**config.mk**
```make
export PLATFORM = sky130hd
export DESIGN_NAME = strobe_ram_ctrl
export DESIGN_NICKNAME = d
export VERILOG_FILES = /design/src/rtl/strobe_ram_pkg.sv /design/src/rtl/strobe_edge_sync.sv /design/src/rtl/strobe_ram_ctrl.sv
export SDC_FILE = /design/constraint.sdc
export NUM_CORES = 1
export LEC_CHECK = 0
export BUFFER_PORTS_ARGS = -buffer_cell sky130_fd_sc_hd__buf_2
export CORE_UTILIZATION = 55
export CTS_CLUSTER_SIZE = 40
export DETAILED_ROUTE_END_ITERATION = 6
export HOLD_SLACK_MARGIN = 0.02
export PLACE_DENSITY = 0.8
export REMOVE_ABC_BUFFERS = 1
export SLEW_MARGIN = 25
export SYNTH_ARGS = -nofsm -noshare
export SYNTH_HDL_FRONTEND = slang
export SYNTH_HIERARCHICAL = 1
export SYNTH_SLANG_ARGS = --single-unit
```
**constraint.sdc**
```tcl
create_clock -name clk -period 1.7 [get_ports clk]
set_input_delay 0.17 -clock clk [delete_from_list [all_inputs] [get_ports clk]]
set_output_delay 0.17 -clock clk [all_outputs]
set_load 0.03 [all_outputs]
```
**src/rtl/strobe_ram_pkg.sv**
```systemverilog
// Shared types and helpers for the strobe-qualified RAM controller.
// Parity support in strobe_ram_ctrl is enabled with `define STROBE_RAM_PARITY_EN.
package strobe_ram_pkg;

    typedef enum logic {
        ST_IDLE  = 1'b0,
        ST_CLEAR = 1'b1
    } state_e;

    // Even parity; callers zero-extend narrower words, which leaves the result unchanged.
    function automatic logic even_parity(input logic [63:0] data);
        return ^data;
    endfunction

endpackage

```
**src/rtl/strobe_edge_sync.sv**
```systemverilog
// Three-flop synchroniser for the asynchronous command strobe with rising-edge detect.
// A strobe already high when reset releases still yields one edge.
module strobe_edge_sync (
    input  logic clk,
    input  logic rst_n,
    input  logic strobe_i,
    output logic stb_edge_o
);

    logic s1_q, s2_q, s3_q;

    // NOTE: sequential state uses non-blocking assignments so every flop samples the pre-edge values.
    always_ff @(posedge clk or negedge rst_n) begin
        if (!rst_n) begin
            s1_q <= 1'b0;
            s2_q <= 1'b0;
            s3_q <= 1'b0;
        end else begin
            s1_q <= strobe_i;
            s2_q <= s1_q;
            s3_q <= s2_q;
        end
    end

    assign stb_edge_o = s2_q & ~s3_q;

endmodule

```
**src/rtl/strobe_ram_ctrl.sv**
```systemverilog
// Single-port RAM controller driven by a slow asynchronous strobe, with a hardware clear sequencer.
// Define STROBE_RAM_PARITY_EN to store and check an even-parity bit per word.
module strobe_ram_ctrl
    import strobe_ram_pkg::*;
#(
    parameter int DATA_W = 8,
    parameter int ADDR_W = 3
) (
    input  logic              clk,
    input  logic              rst_n,
    input  logic              strobe,
    input  logic              wr_en,
    input  logic              rd_en,
    input  logic [ADDR_W-1:0] addr,
    input  logic [DATA_W-1:0] wdata,
    input  logic              clr_req,
    output logic [DATA_W-1:0] rdata,
    output logic              rd_valid,
    output logic              busy,
    output logic              par_err
);

    localparam int DEPTH = 2 ** ADDR_W;
    localparam logic [ADDR_W-1:0] LAST_ADDR = ADDR_W'(DEPTH - 1);
`ifdef STROBE_RAM_PARITY_EN
    localparam int MEM_W = DATA_W + 1;
`else
    localparam int MEM_W = DATA_W;
`endif

    logic stb_edge;

    strobe_edge_sync u_sync (
        .clk        (clk),
        .rst_n      (rst_n),
        .strobe_i   (strobe),
        .stb_edge_o (stb_edge)
    );

    state_e             state_q, state_d;
    logic [ADDR_W-1:0]  clr_cnt_q, clr_cnt_d;
    logic               busy_q, busy_d;
    logic [DATA_W-1:0]  rdata_q, rdata_d;
    logic               rd_valid_q, rd_valid_d;
    logic               par_err_q, par_err_d;

    logic [MEM_W-1:0]   mem_q [DEPTH];
    logic               mem_we;
    logic [ADDR_W-1:0]  mem_waddr;
    logic [MEM_W-1:0]   mem_wdata;
    logic [MEM_W-1:0]   rd_word;

    assign rd_word = mem_q[addr];

    always_comb begin
        // NOTE: every output of this block gets a default first, so no path can infer a latch.
        state_d    = state_q;
        clr_cnt_d  = clr_cnt_q;
        busy_d     = busy_q;
        rdata_d    = rdata_q;
        rd_valid_d = 1'b0;
        par_err_d  = 1'b0;
        mem_we     = 1'b0;
        mem_waddr  = addr;
`ifdef STROBE_RAM_PARITY_EN
        mem_wdata  = {even_parity(64'(wdata)), wdata};
`else
        mem_wdata  = wdata;
`endif

        unique case (state_q)
            ST_IDLE: begin
                if (stb_edge) begin
                    if (wr_en) begin
                        mem_we = 1'b1;
                    end else if (rd_en) begin
                        rdata_d    = rd_word[DATA_W-1:0];
                        rd_valid_d = 1'b1;
`ifdef STROBE_RAM_PARITY_EN
                        par_err_d  = even_parity(64'(rd_word[DATA_W-1:0])) != rd_word[DATA_W];
`endif
                    end
                end
                // A command on the same edge still executes; the clear starts alongside it.
                if (clr_req) begin
                    state_d   = ST_CLEAR;
                    clr_cnt_d = '0;
                    busy_d    = 1'b1;
                end
            end
            ST_CLEAR: begin
                mem_we    = 1'b1;
                mem_waddr = clr_cnt_q;
                mem_wdata = '0;
                clr_cnt_d = clr_cnt_q + 1'b1;
                if (clr_cnt_q == LAST_ADDR) begin
                    state_d = ST_IDLE;
                    busy_d  = 1'b0;
                end
            end
        endcase
    end

    always_ff @(posedge clk or negedge rst_n) begin
        if (!rst_n) begin
            state_q    <= ST_IDLE;
            clr_cnt_q  <= '0;
            busy_q     <= 1'b0;
            rdata_q    <= '0;
            rd_valid_q <= 1'b0;
            par_err_q  <= 1'b0;
        end else begin
            state_q    <= state_d;
            clr_cnt_q  <= clr_cnt_d;
            busy_q     <= busy_d;
            rdata_q    <= rdata_d;
            rd_valid_q <= rd_valid_d;
            par_err_q  <= par_err_d;
        end
    end

    // NOTE: the array has no reset; contents are defined only by writes or the clear sequence.
    always_ff @(posedge clk) begin
        if (mem_we) begin
            mem_q[mem_waddr] <= mem_wdata;
        end
    end

    assign rdata    = rdata_q;
    assign rd_valid = rd_valid_q;
    assign busy     = busy_q;
    assign par_err  = par_err_q;

endmodule
```
* Word-level counts from Yosys, hierarchy flattened
Memories as Yosys holds them, arrays and structs flattened. A register that Yosys moved wholly into a read port is not among the register bits.
Cells that the tools add are included.
** Cells by class
- Add/subtract/negate cells :: 1
- Equal/unequal tests :: 3
- Multiplexer cells :: 19
- Bitwise operators :: 4
- Reductions and logical operators :: 3
** Operators by type and width (count)
- 2-to-1 mux 1 bit :: 12
- 2-to-1 mux 8 bit :: 1
- 2-to-1 mux 3 bit :: 2
- one-hot mux 1 bit (2 select lines) :: 3
- one-hot mux 3 bit (2 select lines) :: 1
- AND reduction 4 bit :: 1
- adder 3 x 1 -> 3 bit, second input constant :: 1
- equality test 3 bit, second input constant :: 1
- NOT 1 bit :: 3
- != test 2 x 1 -> 1 bit, second input constant :: 1
- != test 2 bit, second input constant :: 1
- AND reduction 2 bit :: 1
- bitwise AND 1 bit :: 1
- logical NOT 1 bit :: 1
** Word-level totals
- Register bits after elaboration :: 9
- Memory bits (writable) :: 64
- Output and inout bits :: 11
- Word-level logic and storage cells :: 38
- Memories :: 1
** Memories
- mem_q :: words 8, width 8, read ports 1, clocked after memory_dff 1, wr ports 1, RTL line strobe_ram_ctrl.sv:47 : logic [MEM_W-1:0] mem_q [DEPTH];

* Longest topological paths before layout
Gate-level depths: netlist of the first run.
- Depth after elaboration :: 6
- Mapped depth :: 6

* By module
Netlist of the first run, hierarchy kept.
** Modules (own cells, without submodules)
- strobe_ram_ctrl :: instances 1, cells each 206, area each 3255.6 um^2, sequential area each 2272.2 um^2
- strobe_edge_sync :: instances 1, cells each 4, area each 88.8 um^2, sequential area each 75.1 um^2

* Worst setup path after synthesis of the first run
Ideal clock, no wire load.
- Path type :: register to register
- From :: register u_sync.s3_q
- To :: memory mem_q[0][0] (netlist name) (enable)
- Library setup time :: 370 ps
- Arrival :: 1183 ps
- Path slack :: 147 ps
- Stages on the path, launching flop included :: 5
- Path buffers :: 0
- Period minus slack after synthesis :: 1553 ps
- Cells stage by stage :: dfrtp_1 -> nor2b_4 -> nor4bb_1 -> a21oi_1 -> nor2_1
** Between the ends
- Word-level cells in the longest chain between the ends :: 6
** Ends and longest elaborated chain
- from (decl) :: RTL line strobe_edge_sync.sv:10 : logic s1_q, s2_q, s3_q;
- from (signal assigned) :: RTL line strobe_edge_sync.sv:21 : s3_q <= s2_q;
- NOT 1 bit :: RTL line strobe_edge_sync.sv:25 : assign stb_edge_o = s2_q & ~s3_q;
- bitwise AND 1 bit :: RTL line strobe_edge_sync.sv:25
- named net stb_edge :: RTL line strobe_ram_ctrl.sv:31 : logic stb_edge;
- 2-to-1 mux 1 bit :: RTL line strobe_ram_ctrl.sv:73 : if (stb_edge) begin
- one-hot mux 1 bit (2 select lines) :: RTL line strobe_ram_ctrl.sv:71 : unique case (state_q)
- 2-to-1 mux 1 bit :: RTL line strobe_ram_ctrl.sv:124 : if (mem_we) begin
- 2-to-1 mux 1 bit (not written as such) :: RTL line strobe_ram_ctrl.sv:125 : mem_q[mem_waddr] <= mem_wdata;
- to (decl) :: RTL line strobe_ram_ctrl.sv:47
The timed path passes the listed nets, and every way through them passes these cells.

* Final worst setup path of the first run
- From :: register state_q
- To :: memory mem_q[0][6] (netlist name) (enable)
** Between the ends
- Word-level cells in the longest chain between the ends :: 4
- Elaborated cells on any way between the ends :: 5
** Ends and longest elaborated chain
- from (decl) :: RTL line strobe_ram_ctrl.sv:40 : state_e state_q, state_d;
- from (signal assigned) :: RTL line strobe_ram_ctrl.sv:113 : state_q <= state_d;
- NOT 1 bit
- one-hot mux 1 bit (2 select lines) :: RTL line strobe_ram_ctrl.sv:71
- 2-to-1 mux 1 bit :: RTL line strobe_ram_ctrl.sv:124
- 2-to-1 mux 1 bit (not written as such) :: RTL line strobe_ram_ctrl.sv:125
Several ways; a longest one is shown, not always the timed one.

==> results.ini, run 1 <==
[drt]
drc_errors = 0
dr.pass1.iters = 4
initialDrtViolationCount = 160
post_drt_wl_per_cell_microns = 18.94
vias = 1927
wirelength_microns = 6514
via_per_inst = 5.602
drtAntennaViolNets = 0

[logic_synthesis]
yosys_warnings = 6
synthCells = 210
synth_seq_cells = 81
synthesis.area_sq_mm = 0.003344
avgSynthCellArea_sq_um = 15.93
yosysTopAreaCell = edfxtp_1
synth_top_cell_area_share = 0.5746
seq_area_frac_synth = 0.7018
synth.area.top_cells = edfxtp_1, dfrtp_1, mux2i_1
synth_cell_types = 34

[timing]
worstMarginPinSlew_ns = 0.6728
fin_worst_skew_ns = 0.01287
relSlewSlack = 0.5498
finalCritPeriodShare = 1.041
finalHoldViolCount = 0
max_freq_ghz = 0.5653
rsz0062_at_grt = true
slew_viol_final = 0
setup_violations = 39
fin_crit_ns = 1.769
timing.hold.ws_ns = 0.07952
setup_slack_ns = -0.06912

[cells_and_area]
multi_input_area_sq_um = 899.6
layout_common_cells = edfxtp_1, buf_2, buf_4
drive_gt1_frac = 0.3048
area_delta_synth_final_pct = 16.31
final_nets = 284
final_common_cell = edfxtp_1
diodes = 0
fillers = 411
final-seq-area_sq_mm = 0.002347

[clocking]
clockRootBuffer = clkbuf_8
cts_tree = done
post_cts_buffers = 0
clk_path_buf_depth = 2
cts_inserted_buffers = 9
cts_num_sinks = 81
worstSkewPairLatency_ns = 0.34
htree_levels = 3
clk_pin_slew_worst_paths_ns = 0.07

[power_and_ir_drop]
power.density_mw_per_mm2 = 1603
power_mw = 6.235
p_leak_nw = 1.553
ir_drop_mv = 0.9133

[job]
maxCapViolations = 0

[outcome]
violations = negative setup slack
status = finished with violations

[worst_setup_path]
end_kind = flip-flop
critPathRequiredTime_ns = 1.75
cp.arrival_ns = 1.82
worst-path-max-fanout = 7
startpoint_type = flip-flop
cp_top_family = simple AND/OR/NAND/NOR gates
critPathMaxStageDelay_ns = 0.43
slowest_stage = dfrtp_1
criticalPathCategory = flip-flop to flip-flop
crit_path_frequent_cell = buf_4
crit_chain = buf_4 > nor4bb_1 > a21oi_1 > nor2_1 > buf_4
cp.buffers_inverters = 2

[floorplan]
dieArea_sq_mm = 0.006397
io_pins = 28
start_util = 0.5682
core_sq_mm = 0.005886
die_y_microns = 79.98
rows = 28
fp.dieW_microns = 79.98

[global_route]
antenna_found_initial = 0
grt_pass1_wl_microns = 10160
grt_overflow_total = 0
grt_max_degree = 33
grt_pass1_vias = 1949
grt_use_total = 0.2275

[placed_design]
io_buffers = 26
place_congestion = 0.8163
dpl.hpwl_microns = 4602

[hold_path]
hp-class = primary input to flip-flop

path summary, 6_finish.rpt:
check / start / end / slack, ns / cells past startpoint
min in group asynchronous: rst_n / rdata[3] / 0.31 / 2
worst min-delay path: clr_req / clr_cnt_q[2] / 0.08 / 2
worst max register to register: state_q / mem_q[0][6] / -0.07 / 5
max in group asynchronous: rst_n / clr_cnt_q[0] / 1.08 / 2
worst min register to register: u_sync/s1_q / u_sync/s2_q / 0.35 / 0
worst max-delay path: state_q / mem_q[0][6] / -0.07 / 5
final cells by class:
class	count	share of cell area
timing repair buffer	54	0.09199
clock buffer	14	0.04181
tap	75	0.02412
inverter	4	0.003860
sequential	81	0.6034
clock inverter	2	0.003538
multi-input combinational	114	0.2313
logic make-up after synthesis:
kind of cell / share of synthesized area
muxes: 0.1018
DFF: 0.7018
buffers and inverters: 0.03068
other: 0.001121
adders and majority gates: 0.01122
AOI/OAI and AO/OA: 0.08530
and+or+nand+nor: 0.06809
sequential cells by signal (all words and copies together), names as in the netlist:
signal       cells
clr_cnt_q        3
mem_q           64
busy             1
u_sync/s2_q      1
rd_valid         1
rdata            8
state_q          1
u_sync/s3_q      1
u_sync/s1_q      1
Yosys cell counts:
library cell	n
edfxtp_1	64
dfrtp_1	17
mux2i_1	16
nand2_1	14
mux2_1	12
nor2_1	11
nor2b_1	9
o22ai_1	9
a22o_1	8
o31ai_2	8
a21oi_1	4
mux2_2	4
buf_2	3
buf_6	3
ha_1	3
o21ai_1	3
clkbuf_1	2
inv_1	2
inv_2	2
o21a_1	2
a2bb2oi_1	1
and4b_1	1
buf_1	1
buf_12	1
buf_4	1
conb_1	1
nand2b_1	1
nand3_1	1
nand3b_1	1
nand4bb_1	1
nor2b_4	1
nor3b_1	1
nor4bb_1	1
or3_1	1
what timing repair did:
action,4_1_cts,5_1_grt
resized for setup,2,0
hold buffers,2,0
endpoints found under the setup margin,55,47
pin swaps,0,0
endpoints found under the hold margin,18,0
routing by layer:
layer,wire (microns),global-route usage
met5,0,0
met4,146,0.1018
met3,248,0.03771
met2,3361,0.3726
met1,2757,0.2987
stage by stage:
stage | setup TNS, ns | instance area, sq um | utilization | cells | setup WS, ns
2_1_floorplan | -4.935 | 3257 | - | 199 | -0.08891
3_3_place_gp | -0.06655 | 3689 | 0.6267 | 326 | -0.007454
3_5_place_dp | -1.650 | 3689 | 0.6267 | 326 | -0.06272
4_1_cts | -1.765 | 3890 | 0.6609 | 344 | -0.07144
5_1_grt | -6.820 | 3890 | 0.6609 | 344 | -0.1871
6_report | -1.534 | 3890 | 0.6609 | 344 | -0.06912
power breakdown:
| part | total (mW) | internal, mW | switching, mW |
|---|---|---|---|
| registers | 3.14 | 2.93 | 0.213 |
| clock network | 1.25 | 0.613 | 0.634 |
| logic | 1.85 | 0.676 | 1.17 |
Power figures use the tool's default switching activity.
==> inputs of run 2 (changes only) <==
- SKIP_CTS_REPAIR_TIMING: default -> 1
==> results.ini, run 2 (same netlist as run 1, synthesis figures left out) <==
[floorplan]
start_util = 0.5682
core_sq_mm = 0.005886
fp.dieW_microns = 79.98
rows = 28
io_pins = 28
die_y_microns = 79.98
dieArea_sq_mm = 0.006397

[drt]
post_drt_wl_per_cell_microns = 18.84
vias = 1947
dr.pass1.iters = 4
via_per_inst = 5.660
drtAntennaViolNets = 0
drc_errors = 0
wirelength_microns = 6482
initialDrtViolationCount = 161

[clocking]
worstSkewPairLatency_ns = 0.34
cts_inserted_buffers = 9
cts_num_sinks = 81
cts_tree = done
clockRootBuffer = clkbuf_8
clk_pin_slew_worst_paths_ns = 0.08
clk_path_buf_depth = 2
htree_levels = 3

[placed_design]
dpl.hpwl_microns = 4602
pre_cts_slack_ns = -0.06272
place_area_sq_mm = 0.003689
place_congestion = 0.8163
io_buffers = 26
place_inst = 326

[power_and_ir_drop]
power_mw = 6.241
ir_drop_mv = 0.9080
p_leak_nw = 1.555
power.density_mw_per_mm2 = 1600

[cells_and_area]
fin_area_sq_mm = 0.003901
largest_reg_flops = 64
final_common_cell = edfxtp_1
layout.cells.non_filler = 344
layout_common_cells = edfxtp_1, buf_2, buf_4
top_register = mem_q
drive_gt1_frac = 0.3086
area_delta_synth_final_pct = 16.65
final_nets = 284
final_core_util = 0.6628
diodes = 0

[timing]
worstMarginPinSlew_ns = 0.7821
max_freq_ghz = 0.5593
fin_worst_skew_ns = 0.01127
finalHoldViolCount = 0
timing.hold.ws_ns = 0.08622
slew_viol_final = 0
fin_crit_ns = 1.788
finalCritPeriodShare = 1.052
setup_slack_ns = -0.08811
rsz0062_at_grt = true
relSlewSlack = 0.4767
fin_tns_setup_ns = -1.260
setup_violations = 32

[global_route]
grt_pass1_vias = 1933
grt_max_degree = 33
grt_overflow_total = 0
antenna_found_initial = 0
grt_use_total = 0.2270
grt_pass1_wl_microns = 10100

[worst_setup_path]
cp.arrival_ns = 1.76
worst-path-max-fanout = 8
critPathMaxStageDelay_ns = 0.63
criticalPathCategory = flip-flop to flip-flop
crit_chain = nor2b_4 > and4b_1 > a21oi_1 > nor2_1
critPathRequiredTime_ns = 1.67
slowest_stage = nor2_1
startpoint_type = flip-flop
end_kind = flip-flop
r2r_setup_slack_ns = -0.09

[outcome]
status = finished with violations
violations = negative setup slack

[hold_path]
hp-class = primary input to flip-flop

[job]
maxCapViolations = 0

run 2: report_power, final:
group          switching [mW]  total, mW  internal, mW
logic                    1.17       1.86         0.688
registers               0.212       3.14          2.93
clock network           0.630       1.24         0.613
run 2: layout make-up:
class / count / area, sq um
clock inverter: 2 / 13.76
sequential: 81 / 2347
clock buffer: 14 / 162.7
tap: 75 / 93.84
timing repair buffer: 54 / 361.6
multi-input combinational: 114 / 907.1
inverter: 4 / 15.01
fill: 409 / 1984
run 2: worst paths after layout:
path                              from  cells after the start           end
min                            clr_req                      2  clr_cnt_q[2]
max in group asynchronous        rst_n                      2  clr_cnt_q[0]
max                        u_sync/s3_q                      4   mem_q[7][3]
min in group asynchronous        rst_n                      2   u_sync/s2_q
max reg2reg                u_sync/s3_q                      4   mem_q[7][3]
min reg2reg                u_sync/s1_q                      0   u_sync/s2_q
run 2: layer usage:
layer	global-route usage	share of wire	vias up	wire [microns]
met5	0	0	-	0
met4	0.1071	0.025	0	165
met3	0.04229	0.055	12	355
met2	0.3658	0.51	61	3320
met1	0.2979	0.41	974	2640
li1	-	-	900	-
run 2: critical path: cells and delay by family, from the launching register on:
family	cells	cell delay, ns
flops	1	0.40
compound gates	1	0.07
simple gates	3	0.94
==> inputs of run 3 (changes only) <==
==> constraint.sdc (replaced) <==
create_clock -name clk -period 1.7 [get_ports clk]
set_input_delay 0.085 -clock clk [delete_from_list [all_inputs] [get_ports clk]]
set_output_delay 0.085 -clock clk [all_outputs]
set_load 0.03 [all_outputs]
==> results.ini, run 3 (same netlist as run 1, synthesis figures left out) <==
[outcome]
status = finished with violations
violations = negative setup slack

[placed_design]
io_buffers = 26
place_congestion = 0.8163
dpl.hpwl_microns = 4602
place_inst = 326
place_area_sq_mm = 0.003689

[power_and_ir_drop]
power.density_mw_per_mm2 = 1601
seqPwrFrac = 0.502
p_comb_frac = 0.299
p_sw_frac = 0.3244
ir_drop_mv = 0.9107
p_sw_mw = 2.031
p_int_mw = 4.230
p_leak_nw = 1.559
clockPowerShare = 0.199

[drt]
drc_errors = 0
post_drt_wl_per_cell_microns = 19.03
dr.pass1.iters = 4
wirelength_microns = 6566
vias = 1952
drtAntennaViolNets = 0
initialDrtViolationCount = 171
via_per_inst = 5.658

[timing]
worstMarginPinSlew_ns = 0.7842
rsz0062_at_grt = true
finalCritPeriodShare = 1.065
fin_crit_ns = 1.810
relSlewSlack = 0.4753
max_freq_ghz = 0.5525
setup_slack_ns = -0.1100
setup_violations = 40
slew_viol_final = 0
finalHoldViolCount = 0
fin_worst_skew_ns = 0.01302

[cells_and_area]
largest_reg_flops = 64
layout.cells.non_filler = 345
top_register = mem_q
final_nets = 285
diodes = 0
fin_area_sq_mm = 0.003911
layout_common_cells = edfxtp_1, buf_2, buf_4
area_delta_synth_final_pct = 16.95
drive_gt1_frac = 0.3074
final_common_cell = edfxtp_1

[clocking]
worstSkewPairLatency_ns = 0.34
cts_num_sinks = 81
clk_pin_slew_worst_paths_ns = 0.08
htree_levels = 3
clk_path_buf_depth = 2
clockRootBuffer = clkbuf_8
cts_tree = done
cts_inserted_buffers = 9

[floorplan]
dieArea_sq_mm = 0.006397
rows = 28
core_sq_mm = 0.005886
die_y_microns = 79.98
fp.dieW_microns = 79.98
start_util = 0.5682
io_pins = 28

[hold_path]
hp-class = primary input to flip-flop

[worst_setup_path]
worst-path-max-fanout = 8
startpoint_type = flip-flop
critPathRequiredTime_ns = 1.67
end_kind = flip-flop
r2r_start = u_sync/s2_q
r2r_end = mem_q[7][3]
criticalPathCategory = flip-flop to flip-flop
reg2regPathDepth = 4
cp.arrival_ns = 1.78
critPathLaunch = u_sync/s2_q
r2r_setup_slack_ns = -0.11
cp-endpoint = mem_q[7][3]

[global_route]
antenna_found_initial = 0
grt_pass1_wl_microns = 10100
grt_overflow_total = 0
grt_max_degree = 33
grt_use_total = 0.2270
grt_pass1_vias = 1933

[job]
maxCapViolations = 0

## run 3: cell count changes in the layout (fill, tap and decap cells not counted)
cell           previous run  this run
dlygate4sd3_1             2         3
## run 3: metal layers
layer	vias to the layer above	share of wire	track usage
met5	-	0	0
met4	0	0.025	0.1071
met3	12	0.050	0.04229
met2	64	0.51	0.3658
met1	974	0.41	0.2979
li1	902	-	-
## run 3: power by group through the flow
| stage | clock network [mW] | logic, mW | registers (mW) |
|---|---|---|---|
| 2_1_floorplan | 0 | 0.862 | 3.38 |
| 3_3_place_gp | 0 | 1.76 | 3.16 |
| 3_5_place_dp | 0 | 1.84 | 3.19 |
| 4_1_cts | 1.28 | 1.85 | 3.15 |
| 5_1_grt | 1.36 | 2.02 | 3.20 |
| 6_report | 1.25 | 1.87 | 3.14 |
## run 3: per-stage QoR
step | util | total power [mW] | TNS (ns) | hold WS (ns) | setup WS, ns
after floorplan | - | 4.246 | -4.935 | -0.2106 | -0.08891
after global placement | 0.6267 | 4.921 | -0.06655 | 0.04024 | -0.007454
after detailed placement | 0.6267 | 5.030 | -1.650 | 0.04565 | -0.06272
after CTS | 0.6567 | 6.275 | -2.680 | -0.3257 | -0.08636
after global routing | 0.6645 | 6.579 | -5.543 | 0.2108 | -0.1635
final | 0.6645 | 6.262 | -1.889 | 0.1975 | -0.1100
## run 3: worst min path at each step
stage                     slack [ns]   from  cells after the start      endpoint
after floorplan                -0.21  rst_n                      0          busy
after global placement          0.04  rst_n                      1          busy
after detailed placement        0.05  rst_n                      1  clr_cnt_q[1]
after CTS                      -0.33  rst_n                      1   u_sync/s3_q
after global routing            0.21  rd_en                      4      rd_valid
final                           0.20  rd_en                      4      rd_valid
## run 3: area by class of cell
cell class,count,area [sq um]
inverter,4,15.01
timing repair buffer,55,371.6
fill,407,1974
clock buffer,14,162.7
tap,75,93.84
multi-input combinational,114,907.1
sequential,81,2347
clock inverter,2,13.76
## run 3: critical path, stage by stage, from the launching register on
cell and delay, ns:
dfrtp_1 0.37, nor2b_4 0.16, and4b_1 0.21, a21oi_1 0.08
nor2_1 0.63
